==> config.mk <==
export PLATFORM = sky130hd
export DESIGN_NAME = purchase_entry
export DESIGN_NICKNAME = d
export VERILOG_FILES = /design/src/rtl/purchase_entry.sv
export SDC_FILE = /design/constraint.sdc
export NUM_CORES = 1
export LEC_CHECK = 0
export CORE_MARGIN = 5
export CORE_UTILIZATION = 40
export DETAILED_ROUTE_END_ITERATION = 16
export DONT_BUFFER_PORTS = 1
export SETUP_SLACK_MARGIN = 0.2
export SLEW_MARGIN = 20
export SYNTH_ARGS = -nofsm -noshare
export SYNTH_HDL_FRONTEND = slang
export SYNTH_SLANG_ARGS = --single-unit
export TNS_END_PERCENT = 10
==> constraint.sdc <==
create_clock -name clk -period 3.5 [get_ports clk]
set_input_delay 0.35 -clock clk [delete_from_list [all_inputs] [get_ports clk]]
set_output_delay 0.35 -clock clk [all_outputs]
set_load 0.02 [all_outputs]
==> src/rtl/purchase_entry.sv <==
// ============================================================================
// purchase_entry : keypad/product order initiator for the purchase manager
// Rev 1.0
// ============================================================================
`default_nettype none

module purchase_entry #(
   parameter int TIMEOUT = 16,
   parameter int CNT_W   = 5
) (
   input  logic       clk,
   input  logic       rst,
   input  logic       key_valid,
   input  logic [3:0] key_digit,
   input  logic       prod_valid,
   input  logic [1:0] prod_sel,
   input  logic       enter,
   input  logic       clear,
   input  logic       apple,
   input  logic       banana,
   input  logic       carrot,
   input  logic       date,
   input  logic       error,
   output logic       buy,
   output logic [1:0] product,
   output logic [3:0] digTwo,
   output logic [3:0] digOne,
   output logic       busy,
   output logic       bad_key,
   output logic       result_valid,
   output logic [1:0] result_code
);

   typedef enum logic [1:0] {
      S_IDLE  = 2'd0,
      S_ENTRY = 2'd1,
      S_BUY   = 2'd2,
      S_WAIT  = 2'd3
   } state_t;

   state_t           r_state;
   logic [1:0]       r_dig_cnt;
   logic [CNT_W-1:0] r_tmo;

   logic             w_legal;
   logic [2:0]       w_n_items;
   logic             w_match;
   logic             w_any_resp;
   logic [CNT_W-1:0] w_tmo_next;
   logic             w_tmo_done;
   logic [1:0]       w_resp_code;

   assign w_legal    = (key_digit <= 4'd9);
   assign w_n_items  = 3'(apple) + 3'(banana) + 3'(carrot) + 3'(date);
   assign w_any_resp = (w_n_items != 3'd0) | error;
   assign w_tmo_next = r_tmo + 1'b1;
   assign w_tmo_done = (w_tmo_next == CNT_W'(TIMEOUT));

   always_comb begin
      w_match = 1'b0;
      case (product)
         2'b00:   w_match = apple;
         2'b01:   w_match = banana;
         2'b10:   w_match = carrot;
         default: w_match = date;
      endcase
   end

   // Any ambiguous or refused response is reported as refused.
   always_comb begin
      w_resp_code = 2'b11;
      if (error || (w_n_items > 3'd1))
         w_resp_code = 2'b01;
      else if (w_match)
         w_resp_code = 2'b00;
   end

   always_ff @(posedge clk) begin
      if (rst) begin
         r_state      <= S_IDLE;
         r_dig_cnt    <= 2'd0;
         r_tmo        <= '0;
         buy          <= 1'b0;
         product      <= 2'b00;
         digTwo       <= 4'd0;
         digOne       <= 4'd0;
         busy         <= 1'b0;
         bad_key      <= 1'b0;
         result_valid <= 1'b0;
         result_code  <= 2'b00;
      end else begin
         buy          <= 1'b0;
         bad_key      <= 1'b0;
         result_valid <= 1'b0;
         case (r_state)
            S_IDLE, S_ENTRY: begin
               if (prod_valid)
                  product <= prod_sel;
               if (clear) begin
                  digTwo    <= 4'd0;
                  digOne    <= 4'd0;
                  r_dig_cnt <= 2'd0;
                  r_state   <= S_IDLE;
               end else if (enter) begin
                  if (r_dig_cnt != 2'd0) begin
                     r_state <= S_BUY;
                     buy     <= 1'b1;
                     busy    <= 1'b1;
                  end
               end else if (key_valid) begin
                  if (w_legal) begin
                     digTwo  <= digOne;
                     digOne  <= key_digit;
                     r_state <= S_ENTRY;
                     if (r_dig_cnt != 2'd2)
                        r_dig_cnt <= r_dig_cnt + 2'd1;
                  end else begin
                     bad_key <= 1'b1;
                  end
               end
            end
            S_BUY: begin
               r_state <= S_WAIT;
               r_tmo   <= '0;
            end
            S_WAIT: begin
               // A response on the final edge takes precedence over timeout.
               if (w_any_resp || w_tmo_done) begin
                  result_valid <= 1'b1;
                  result_code  <= w_any_resp ? w_resp_code : 2'b10;
                  digTwo       <= 4'd0;
                  digOne       <= 4'd0;
                  r_dig_cnt    <= 2'd0;
                  busy         <= 1'b0;
                  r_state      <= S_IDLE;
               end else begin
                  r_tmo <= w_tmo_next;
               end
            end
            default: r_state <= S_IDLE;
         endcase
      end
   end

endmodule

`default_nettype wire

==> results by group, run 1 <==
Route
  – Routed vias: 973
  – Final ANT Viol Nets: 0
  – Via/cell ratio: between 5 and 6
  – Routed WL per cell: 13.4 um
  – DR iter-0 viols: between 50 and 60
  – Pre-antenna DRT Iters: 4
  – Final WL: 2.51 mm
  – # DRC: 0

Clocking
  – Cts hold-fix bufs: 0
  – Clock transition at the registers of the reported paths: approximately 130 ps
  – Clock buffer depth: 2
  – CTS tree: done
  – Setup bufs post-CTS: 0
  – Clock H-tree levels: 1
  – Insertion delay to the later sink of the worst-skew pair: 310 ps
  – Sink Count: 25
  – Root Buffer Master: clkbuf_4
  – CTS resizes: 0
  – Cts bufs inserted: 3

Placement
  – HPWL after DPL: 1.95 mm
  – Final RePlAce weighted congestion: about 0.73
  – Port buffer count: 0
  – Placed cells: 184

GRT
  – Grt total ovfl: 0
  – Met3 usage: 0.0255
  – Global route hottest layer: met2
  – GR Util All Layers: 0.123
  – Routing usage on met2: 0.213
  – Global-route wire length before repair: 4.26 mm
  – Routing usage on met1: 0.143
  – Vias in the first global route: between 900 and 1000
  – Largest net degree at the start of global routing: 26
  – Initial antenna violation count: 0

Setup path
  – Critical path peak fanout: 6
  – Crit path capture type: register
  – Nature of the critical path startpoint: primary input
  – Critical path class: primary input to register
  – Critical Path AT: 2590 ps
  – WP data required: 3750 ps

STA
  – Min cycle time layout: 2340 ps
  – Final Hold Vio Count: 0
  – Final setup fails: 0
  – Slew @ Worst Pin: 463 ps
  – RSZ-0062 raised after global routing: false
  – TNS Setup: 0 ps
  – Final Max Slew Viols: 0
  – Clock Skews: 5.07 ps
  – Tcrit/Tclk final: 0.670
  – Fmax: roughly 430 MHz
  – Max_slew headroom: 0.690

Synth
  – Synthesized instance count: 146
  – Mapped Nets: 170
  – Main synth FF type: dfxtp_1
  – Async S/R FF share, synth: 0
  – Ys Warns: 0
  – Synthesized area per cell: 8.62 sq um
  – Yosys cell types: approximately 40
  – Mapped Area: 0.00126 sq mm
  – #FFs+latches synth: 25
  – Post-synth EDFFs: 0
  – Post-synthesis sequential area ratio: 0.398

Floorplanning
  – Row cnt: 20
  – Core Area: around 0.003 sq mm
  – Io pins: 33
  – Die area: 0.00437 sq mm
  – Chip height: 66.1 um
  – Die width: 66.1 um
  – Initial Util: 0.416

Final layout
  – Share of layout cells above drive strength 1: 0.0764
  – Most frequent cells in the layout: dfxtp_1, a21oi_1, nand2_1, o21ai_0, inv_1
  – Non-Filler Instances: 188
  – Nets: 169
  – Synth-to-Final Area Change: 2.88%
  – Most common cell after layout, fill and taps aside: dfxtp_1
  – # diodes: 0

Hold path
  – Worst min-delay path class: primary input to register

Run
  – Max_cap viols: 0

Power
  – Static leakage: approximately 0.44 nW
  – PwrDens: 358 mW/mm^2
  – Peak VDD IR: about 0.2 mV

Outcome
  – Status: finished, final reports clean
-- logic make-up (layout without fill, tap and decap cells) --
logic type      count (synthesis)  in the layout  synth area share
flops                          25             25             0.398
buf+inv                        16             14            0.0656
fa+ha+maj                       7              7            0.0755
simple gates                   52             52             0.225
compound gates                 43             43             0.203
mux                             3              3            0.0338
-- cell usage after synthesis (all sizes together) (2+ instances only) --
library cell / instances / area, sq um
a211oi: 2 / 15.0
buf: 3 / 23.8
nand2: 16 / 60.1
nor2b: 3 / 18.8
nand2b: 3 / 18.8
dfxtp: 25 / 500
a21oi: 18 / 90.1
nor4: 2 / 27.5
nor3: 3 / 15.0
and2: 3 / 18.8
clkbuf: 3 / 21.3
ha: 6 / 75.1
nand3: 2 / 10.0
inv: 10 / 37.5
o21a: 3 / 22.5
or3: 2 / 13.8
nor2: 9 / 33.8
o21ai: 14 / 73.8
mux2i: 2 / 20.0
or2b: 2 / 15.0
-- path summary, 6_finish.rpt --
kind / to / slack (ps) / start / depth (start not counted)
worst max-delay path: r_tmo[3] / 1160 / apple / 10
worst min register to register: r_dig_cnt[1] / 520 / r_dig_cnt[1] / 2
worst max register to register: result_code[1] / 1760 / product[1] / 4
worst min-delay path: r_tmo[0] / 90 / rst / 1
-- routing by layer --
metal / part of all wire / wire length (um)
met5: 0 / 0
met1: 0.42 / 1060
met2: 0.53 / 1320
met4: 0.012 / 31
met3: 0.039 / 98
-- cell type report --
type	count	area, sq um
multi-input combinational	105	676
inverter	10	37.5
fill	310	1730
tap	44	55.1
sequential	25	500
clock buffer	4	26.3
-- state kept, by name, summed over array words and instances, names as in the netlist, 2 cells and up --
| signal | count |
|---|---|
| digTwo | 4 |
| digOne | 4 |
| result_code | 2 |
| r_state | 2 |
| r_dig_cnt | 2 |
| r_tmo | 5 |
| product | 2 |
-- metrics by stage --
stage | hold slack [ps] | area (sq um) | utilization | setup slack [ps] | total power, W
after global placement | 422 | 1270 | 0.419 | 868 | 0.000343
after global routing | 57.1 | 1290 | 0.428 | 1030 | 0.000487
after floorplan | 451 | 1260 | - | 946 | 0.000343
after detailed placement | 425 | 1270 | 0.419 | 801 | 0.000345
after CTS | 74.2 | 1290 | 0.428 | 1140 | 0.000470
final | 87.5 | 1290 | 0.428 | 1160 | 0.000464
-- critical path, stage by stage --
cell	delay (ps)
inv_1	30
fa_1	520
inv_1	40
ha_1	180
inv_1	60
ha_1	250
nor4_4	360
o21ai_2	120
or4_1	510
a31oi_1	160
-- power by group --
part	switching (W)	total, W	internal, W
logic	0.0000236	0.0000424	0.0000189
registers	0.00000690	0.000295	0.000288
clock network	0.0000820	0.000126	0.0000445
total	0.000112	0.000464	0.000352
Power figures use the tool's default switching activity.
==> run 2: changes to the inputs <==
==> constraint.sdc (replaced) <==
create_clock -name clk -period 2 [get_ports clk]
set_input_delay 0.2 -clock clk [delete_from_list [all_inputs] [get_ports clk]]
set_output_delay 0.2 -clock clk [all_outputs]
set_load 0.02 [all_outputs]
==> run 2 against run 1 <==
The run now ends with hold timing left. Wire length up 10%. Global-route usage up 0.54 points. Critical path depth up 1. Die area unchanged. Count of clock-buffer cells in the layout down 1. Total power up 83%. Sequential share of layout area down 4.9 points. Design area up 14%. Hold slack worse by 160 ps.
==> results by group, run 2 (synthesized netlist as in run 1, its figures left out) <==
STA
  – Max_slew headroom: 0.683 (-0.00742)
  – TNS Setup: 0 ps (unchanged)
  – Min cycle time layout: 1930 ps
  – Fin Hold WS: -69.5 ps (-157 ps)
  – Fmax: 518 MHz
  – RSZ-0062 raised after global routing: true
  – Tcrit/Tclk final: 0.965
  – Slew @ Worst Pin: 474 ps (+11.1 ps)
  – Clock Skews: 1.15 ps (-3.92 ps)
  – Final setup fails: 0 (unchanged)
  – Final Hold Vio Count: 20 (+20)
  – Final Max Slew Viols: 0 (unchanged)

GRT
  – GR Util All Layers: 0.128 (+0.00536)
  – Largest net degree at the start of global routing: 26 (unchanged)
  – Global-route wire length before repair: 4.39 mm (+2.9%)
  – Initial antenna violation count: 0 (unchanged)
  – Vias in the first global route: 984 (+1.7%)
  – Grt total ovfl: 0 (unchanged)

Setup path
  – R2R Setup Slk: 380 ps (-1380 ps)
  – Critical path buffer and inverter count: 4 (+1)
  – Critical-path top delay cell: fa_1
  – Crit path capture type: register
  – Cell family with most CP delay: adder cells
  – CP Depth: 11 (+1)
  – WP data required: 2260 ps (-1490 ps)
  – Critical path class: primary input to register
  – Worst R2R Path Depth: 3 (-1)
  – Slowest stage delay, CP: 520 ps (about the same)
  – Critical Path AT: 2190 ps (-400 ps)
  – Nature of the critical path startpoint: primary input
  – CP cell instances: inv_8 > fa_1 > inv_1 > ha_2 > inv_2 > ha_4 > nor4_4 > buf_6 > o21ai_4 > or4_1 > a31oi_1
  – Critical path peak fanout: 7 (+1)

Clocking
  – Cts hold-fix bufs: 4 (+4)
  – Clock buffer depth: 2 (unchanged)
  – CTS tree: done
  – Clock H-tree levels: 1 (unchanged)
  – Insertion delay to the later sink of the worst-skew pair: 310 ps (about the same)
  – Sink Count: 25 (unchanged)
  – Clock transition at the registers of the reported paths: 130 ps (about the same)
  – Root Buffer Master: clkbuf_4
  – Cts bufs inserted: 3 (unchanged)

Placement
  – Port buffer count: 0 (unchanged)
  – HPWL after DPL: 1.98 mm (+1.5%)
  – Final RePlAce weighted congestion: 0.759 (+3.8%)

Final layout
  – # diodes: 0 (unchanged)
  – Share of layout cells above drive strength 1: 0.227 (+0.151)
  – Largest Register: r_tmo
  – Largest register FFs: 5 (unchanged)
  – Top Registers: r_tmo (5), digOne (4), digTwo (4)
  – Nets: 179 (+5.9%)
  – Synth-to-Final Area Change: 17.7%
  – Most common cell after layout, fill and taps aside: dfxtp_1
  – Most frequent cells in the layout: dfxtp_1, nand2_1, a21oi_1, nor2_1, inv_1

Floorplanning
  – Io pins: 33 (unchanged)
  – Chip height: 66.1 um (unchanged)
  – Core Area: 0.00303 sq mm (unchanged)
  – Die width: 66.1 um (unchanged)
  – Die area: 0.00437 sq mm (unchanged)
  – Initial Util: 0.416 (unchanged)
  – Row cnt: 20 (unchanged)

Run
  – Max_cap viols: 0 (unchanged)

Route
  – # DRC: 0 (unchanged)
  – Via/cell ratio: 5.31 (+2.7%)
  – Final ANT Viol Nets: 0 (unchanged)
  – DR iter-0 viols: 41 (-24%)
  – Pre-antenna DRT Iters: 4 (unchanged)
  – Final WL: 2.78 mm (+10%)
  – Routed vias: 1052 (+8.1%)
  – Routed WL per cell: 14.0 um (+4.8%)

Outcome
  – Failing checks: hold timing
  – Status: finished with violations

Power
  – PwrDens: 575 mW/mm^2 (+60%)
  – Static leakage: 0.502 nW (+14%)
  – Peak VDD IR: 0.371 mV (+90%)

Hold path
  – Hold depth: 1 (unchanged)
  – Worst min-delay path class: primary input to register
## run 2: cell types whose count changed in the layout (fill, tap and decap cells not counted), moves of 2 or more
cell           change
o21ai_0            -6
a21oi_1            -5
a21oi_2            +5
o21ai_2            +5
dlygate4sd3_1      +4
buf_4              +3
ha_1               -3
buf_6              +2
ha_2               +2
inv_1              -2
## run 2: routing by layer
metal / GRT usage / vias up / routed length [um]
li1: - / 529 / -
met1: 0.148 / 499 / 1170
met2: 0.226 / 19 / 1450
met3: 0.0289 / 5 / 104
met4: 0.0533 / 0 / 48
met5: 0 / - / 0
## run 2: repair_timing
| action | 4_1_cts | 5_1_grt |
|---|---|---|
| hold endpoints to repair | 24 | 20 |
| setup buffers | 1 | 0 |
| endpoints found under the setup margin | 21 | 22 |
| gates resized for setup | 2 | 21 |
| cloned | 0 | 1 |
| pin swaps | 2 | 18 |
## run 2: cell type report
cell class / count / area, sq um
Sequential cell: 25 / 500
Inverter: 10 / 45.0
Timing Repair Buffer: 9 / 85.1
Fill cell: 295 / 1550
Tap cell: 44 / 55.1
Multi-Input combinational cell: 106 / 768
Clock inverter: 1 / 5.00
Clock buffer: 3 / 22.5
## run 2: where the power goes
part / total [W] / switching (W) / internal [W]
logic: 0.000113 / 0.0000565 / 0.0000564
registers: 0.000515 / 0.0000106 / 0.000504
clock network: 0.000224 / 0.000149 / 0.0000748
## run 2: metrics by stage
| stage | instance area [sq um] | total power (W) | util | setup slack [ps] | cells |
|---|---|---|---|---|---|
| 2_1_floorplan | 1290 | 0.000608 | - | -251 | 146 |
| 3_3_place_gp | 1330 | 0.000616 | 0.438 | -333 | 188 |
| 3_5_place_dp | 1330 | 0.000622 | 0.438 | -464 | 188 |
| 4_1_cts | 1410 | 0.000859 | 0.466 | 85.2 | 197 |
| 5_1_grt | 1480 | 0.000896 | 0.489 | -43.8 | 198 |
| 6_report | 1480 | 0.000851 | 0.489 | 69.2 | 198 |
## run 2: worst paths after layout
kind,endpoint,from
worst max-delay path,r_tmo[3],date
worst max register to register,bad_key,r_state[1]
worst min register to register,r_dig_cnt[0],r_dig_cnt[0]
worst min-delay path,r_tmo[0],rst
==> run 3: changes to the inputs <==
--- a/config.mk
+++ b/config.mk
@@ -5,10 +5,12 @@
 export SDC_FILE = /design/constraint.sdc
 export NUM_CORES = 1
 export LEC_CHECK = 0
+export CORE_ASPECT_RATIO = 0.75
 export CORE_MARGIN = 5
 export CORE_UTILIZATION = 40
 export DETAILED_ROUTE_END_ITERATION = 16
 export DONT_BUFFER_PORTS = 1
+export GPL_TIMING_DRIVEN = 1
 export SETUP_SLACK_MARGIN = 0.2
 export SLEW_MARGIN = 20
 export SYNTH_ARGS = -nofsm -noshare
==> run 3 against run 2 <==
Via count down 3.3%. Largest power group unchanged. The flow finishes with violations (hold timing, setup timing). Sequential share of layout area up 0.35 points. Non-clock buffer count unchanged.
==> results by group, run 3 (synthesized netlist as in run 1, its figures left out) <==
Floorplanning
  – Die area: 0.00438 sq mm (+0.27%)
  – Initial Util: 0.423 (+0.00699)
  – Die width: 74.8 um (+13%)
  – Core Area: 0.00298 sq mm (-1.7%)
  – Io pins: 33 (unchanged)
  – Chip height: 58.6 um (-11%)
  – Row cnt: 17 (-15%)

GRT
  – Initial antenna violation count: 0 (unchanged)
  – Largest net degree at the start of global routing: 26 (unchanged)
  – Grt total ovfl: 0 (unchanged)
  – Global-route wire length before repair: 4.68 mm (+6.6%)
  – Vias in the first global route: 1011 (+2.7%)
  – GR Util All Layers: 0.135 (+0.00609)

Setup path
  – CP Depth: 12 (+1)
  – Critical path origin: date
  – RR Endpoint: buy
  – Critical path buffer and inverter count: 5 (+1)
  – Cell family with most CP delay: adder cells
  – Most frequent cell on the critical path: buf_4
  – Setup crit end: r_state[1]
  – Critical-path top delay cell: fa_1
  – Beginning of the worst register-to-register path: r_dig_cnt[0]
  – Critical path class: primary input to register
  – Worst R2R Path Depth: 5 (+2)
  – Crit path capture type: register
  – CP cell instances: inv_8 > fa_1 > inv_1 > ha_2 > inv_2 > ha_4 > nor4_4 > buf_4 > o221a_4 > buf_4 > a21oi_1 > nor2_1
  – WP data required: 2210 ps (-50 ps)
  – Slowest stage delay, CP: 520 ps (about the same)
  – Nature of the critical path startpoint: primary input
  – Critical Path AT: 2210 ps (+20 ps)
  – R2R Setup Slk: 320 ps (-60 ps)
  – Critical path peak fanout: 6 (-1)

STA
  – Max_slew headroom: 0.685 (+0.00246)
  – Final setup fails: 1 (+1)
  – Min cycle time layout: 2000 ps (+71.7 ps)
  – Final Hold Vio Count: 2 (-90%)
  – Clock Skews: 0.986 ps (-0.164 ps)
  – Final Max Slew Viols: 0 (unchanged)
  – Tcrit/Tclk final: 1.00 (+0.0359)
  – Fmax: 499 MHz (-3.6%)
  – RSZ-0062 raised after global routing: true
  – Worst Slack Setup Final: -2.54 ps (-71.7 ps)
  – TNS Setup: -2.54 ps (-2.54 ps)
  – Slew @ Worst Pin: 471 ps (-3.68 ps)
  – Fin Hold WS: -5.15 ps (+64.4 ps)

Route
  – Pre-antenna DRT Iters: 4 (unchanged)
  – Met3 Wirelength: 127 um (+22%)
  – # DRC: 0 (unchanged)
  – Wl on met1: 1.30 mm (+11%)
  – Uppermost layer routed: met4
  – Met2 WL post-DR: 1.28 mm (-12%)
  – Final ANT Viol Nets: 0 (unchanged)
  – Via/cell ratio: 5.30 (-0.31%)
  – DR iter-0 viols: 48 (+17%)
  – Routed vias: 1017 (-3.3%)
  – Routed WL per cell: 14.2 um (+1.2%)
  – Final WL: 2.72 mm (-1.9%)

Outcome
  – Status: finished with violations
  – Failing checks: hold timing, setup timing

Final layout
  – Register Area: 500 sq um (unchanged)
  – Filler Cells Inserted: 292 (-1.0%)
  – Largest Register: r_tmo
  – Top Registers: r_tmo (5), digOne (4), digTwo (4)
  – Non-Filler Instances: 192 (-3.0%)
  – Synth-to-Final Area Change: 16.5%
  – # diodes: 0 (unchanged)
  – Area of the multi-input gates: 751 sq um (-2.3%)
  – Share of layout cells above drive strength 1: 0.175 (-0.0519)
  – Finished Cell Area: 0.00147 sq mm (-1.0%)
  – Most common cell after layout, fill and taps aside: dfxtp_1
  – Largest register FFs: 5 (unchanged)
  – Nets: 179 (unchanged)
  – Most frequent cells in the layout: dfxtp_1, a21oi_1, nand2_1, o21ai_1

Power
  – Static leakage: 0.510 nW (+1.6%)
  – Sequential Power Share: 0.560 (-0.045)
  – Net Sw Frac: 0.236 (-0.0171)
  – Int Power: 0.000701 W (+10%)
  – Comb pwr share: 0.119 (-0.014)
  – Clock power share: 0.321 (+0.058)
  – PwrDens: 626 mW/mm^2 (+8.9%)
  – Sw power: 0.000217 W (+0.53%)
  – Peak VDD IR: 0.384 mV (+3.5%)

Run
  – Max_cap viols: 0 (unchanged)

Placement
  – Final RePlAce weighted congestion: 0.857 (+13%)
  – Placed cells: 180 (-4.3%)
  – Pre-CTS setup slack: -419 ps (+44.9 ps)
  – HPWL after DPL: 1.95 mm (-1.6%)
  – Placed instance area: 0.00130 sq mm (-1.7%)
  – Port buffer count: 0 (unchanged)

Clocking
  – CTS tree: done
  – Clock buffer depth: 2 (unchanged)
  – Root Buffer Master: clkbuf_8
  – Clock H-tree levels: 1 (unchanged)
  – Cts hold-fix bufs: 4 (unchanged)
  – Sink Count: 25 (unchanged)
  – Clock transition at the registers of the reported paths: 80 ps (-50 ps)
  – Insertion delay to the later sink of the worst-skew pair: 260 ps (-50 ps)
  – Cts bufs inserted: 3 (unchanged)

Hold path
  – Worst min-delay path class: primary input to register
==> run 3: per-layer routing <==
layer | track usage | vias up
li1 | - | 528
met4 | 0.0152 | 0
met5 | 0 | -
met1 | 0.180 | 471
met2 | 0.219 | 16
met3 | 0.0444 | 2
==> run 3: timing repair <==
item | in CTS | in global routing
hold endpoints to repair | 22 | 19
cloned | 1 | 0
setup endpoints to repair | 20 | 21
buffers inserted | 3 | 0
resized for setup | 13 | 6
pin swaps | 9 | 7
==> run 3: how the worst min path moves through the flow <==
stage,from,to,depth (start not counted)
after floorplan,key_digit[3],digOne[3],2
after global placement,rst,r_dig_cnt[0],1
after detailed placement,rst,digOne[3],1
after CTS,rst,r_dig_cnt[0],1
after global routing,rst,r_tmo[0],1
final,rst,busy,1
==> run 3: area by class of cell <==
| type | count | area share |
|---|---|---|
| multi-input cells | 106 | 0.512 |
| flip-flops and latches | 25 | 0.341 |
| repair buffers | 9 | 0.0529 |
| well taps | 38 | 0.0324 |
| clock buffers | 4 | 0.0307 |
| inverters | 10 | 0.0307 |
==> run 3: metrics by stage <==
step / power, W / util / hold WS (ps)
floorplan: 0.000608 / - / 333
global placement: 0.000614 / 0.437 / 273
detailed placement: 0.000618 / 0.437 / 275
CTS: 0.000930 / 0.489 / -11.2
global route: 0.000964 / 0.492 / -18.5
finish: 0.000918 / 0.492 / -5.15
==> run 3: power groups by stage <==
stage,combinational [W],clock [W],sequential [W]
3_5_place_dp,0.0000920,0,0.000526
4_1_cts,0.000109,0.000307,0.000514
6_report,0.000109,0.000294,0.000514
2_1_floorplan,0.0000830,0,0.000525
3_3_place_gp,0.0000877,0,0.000526
5_1_grt,0.000121,0.000327,0.000516
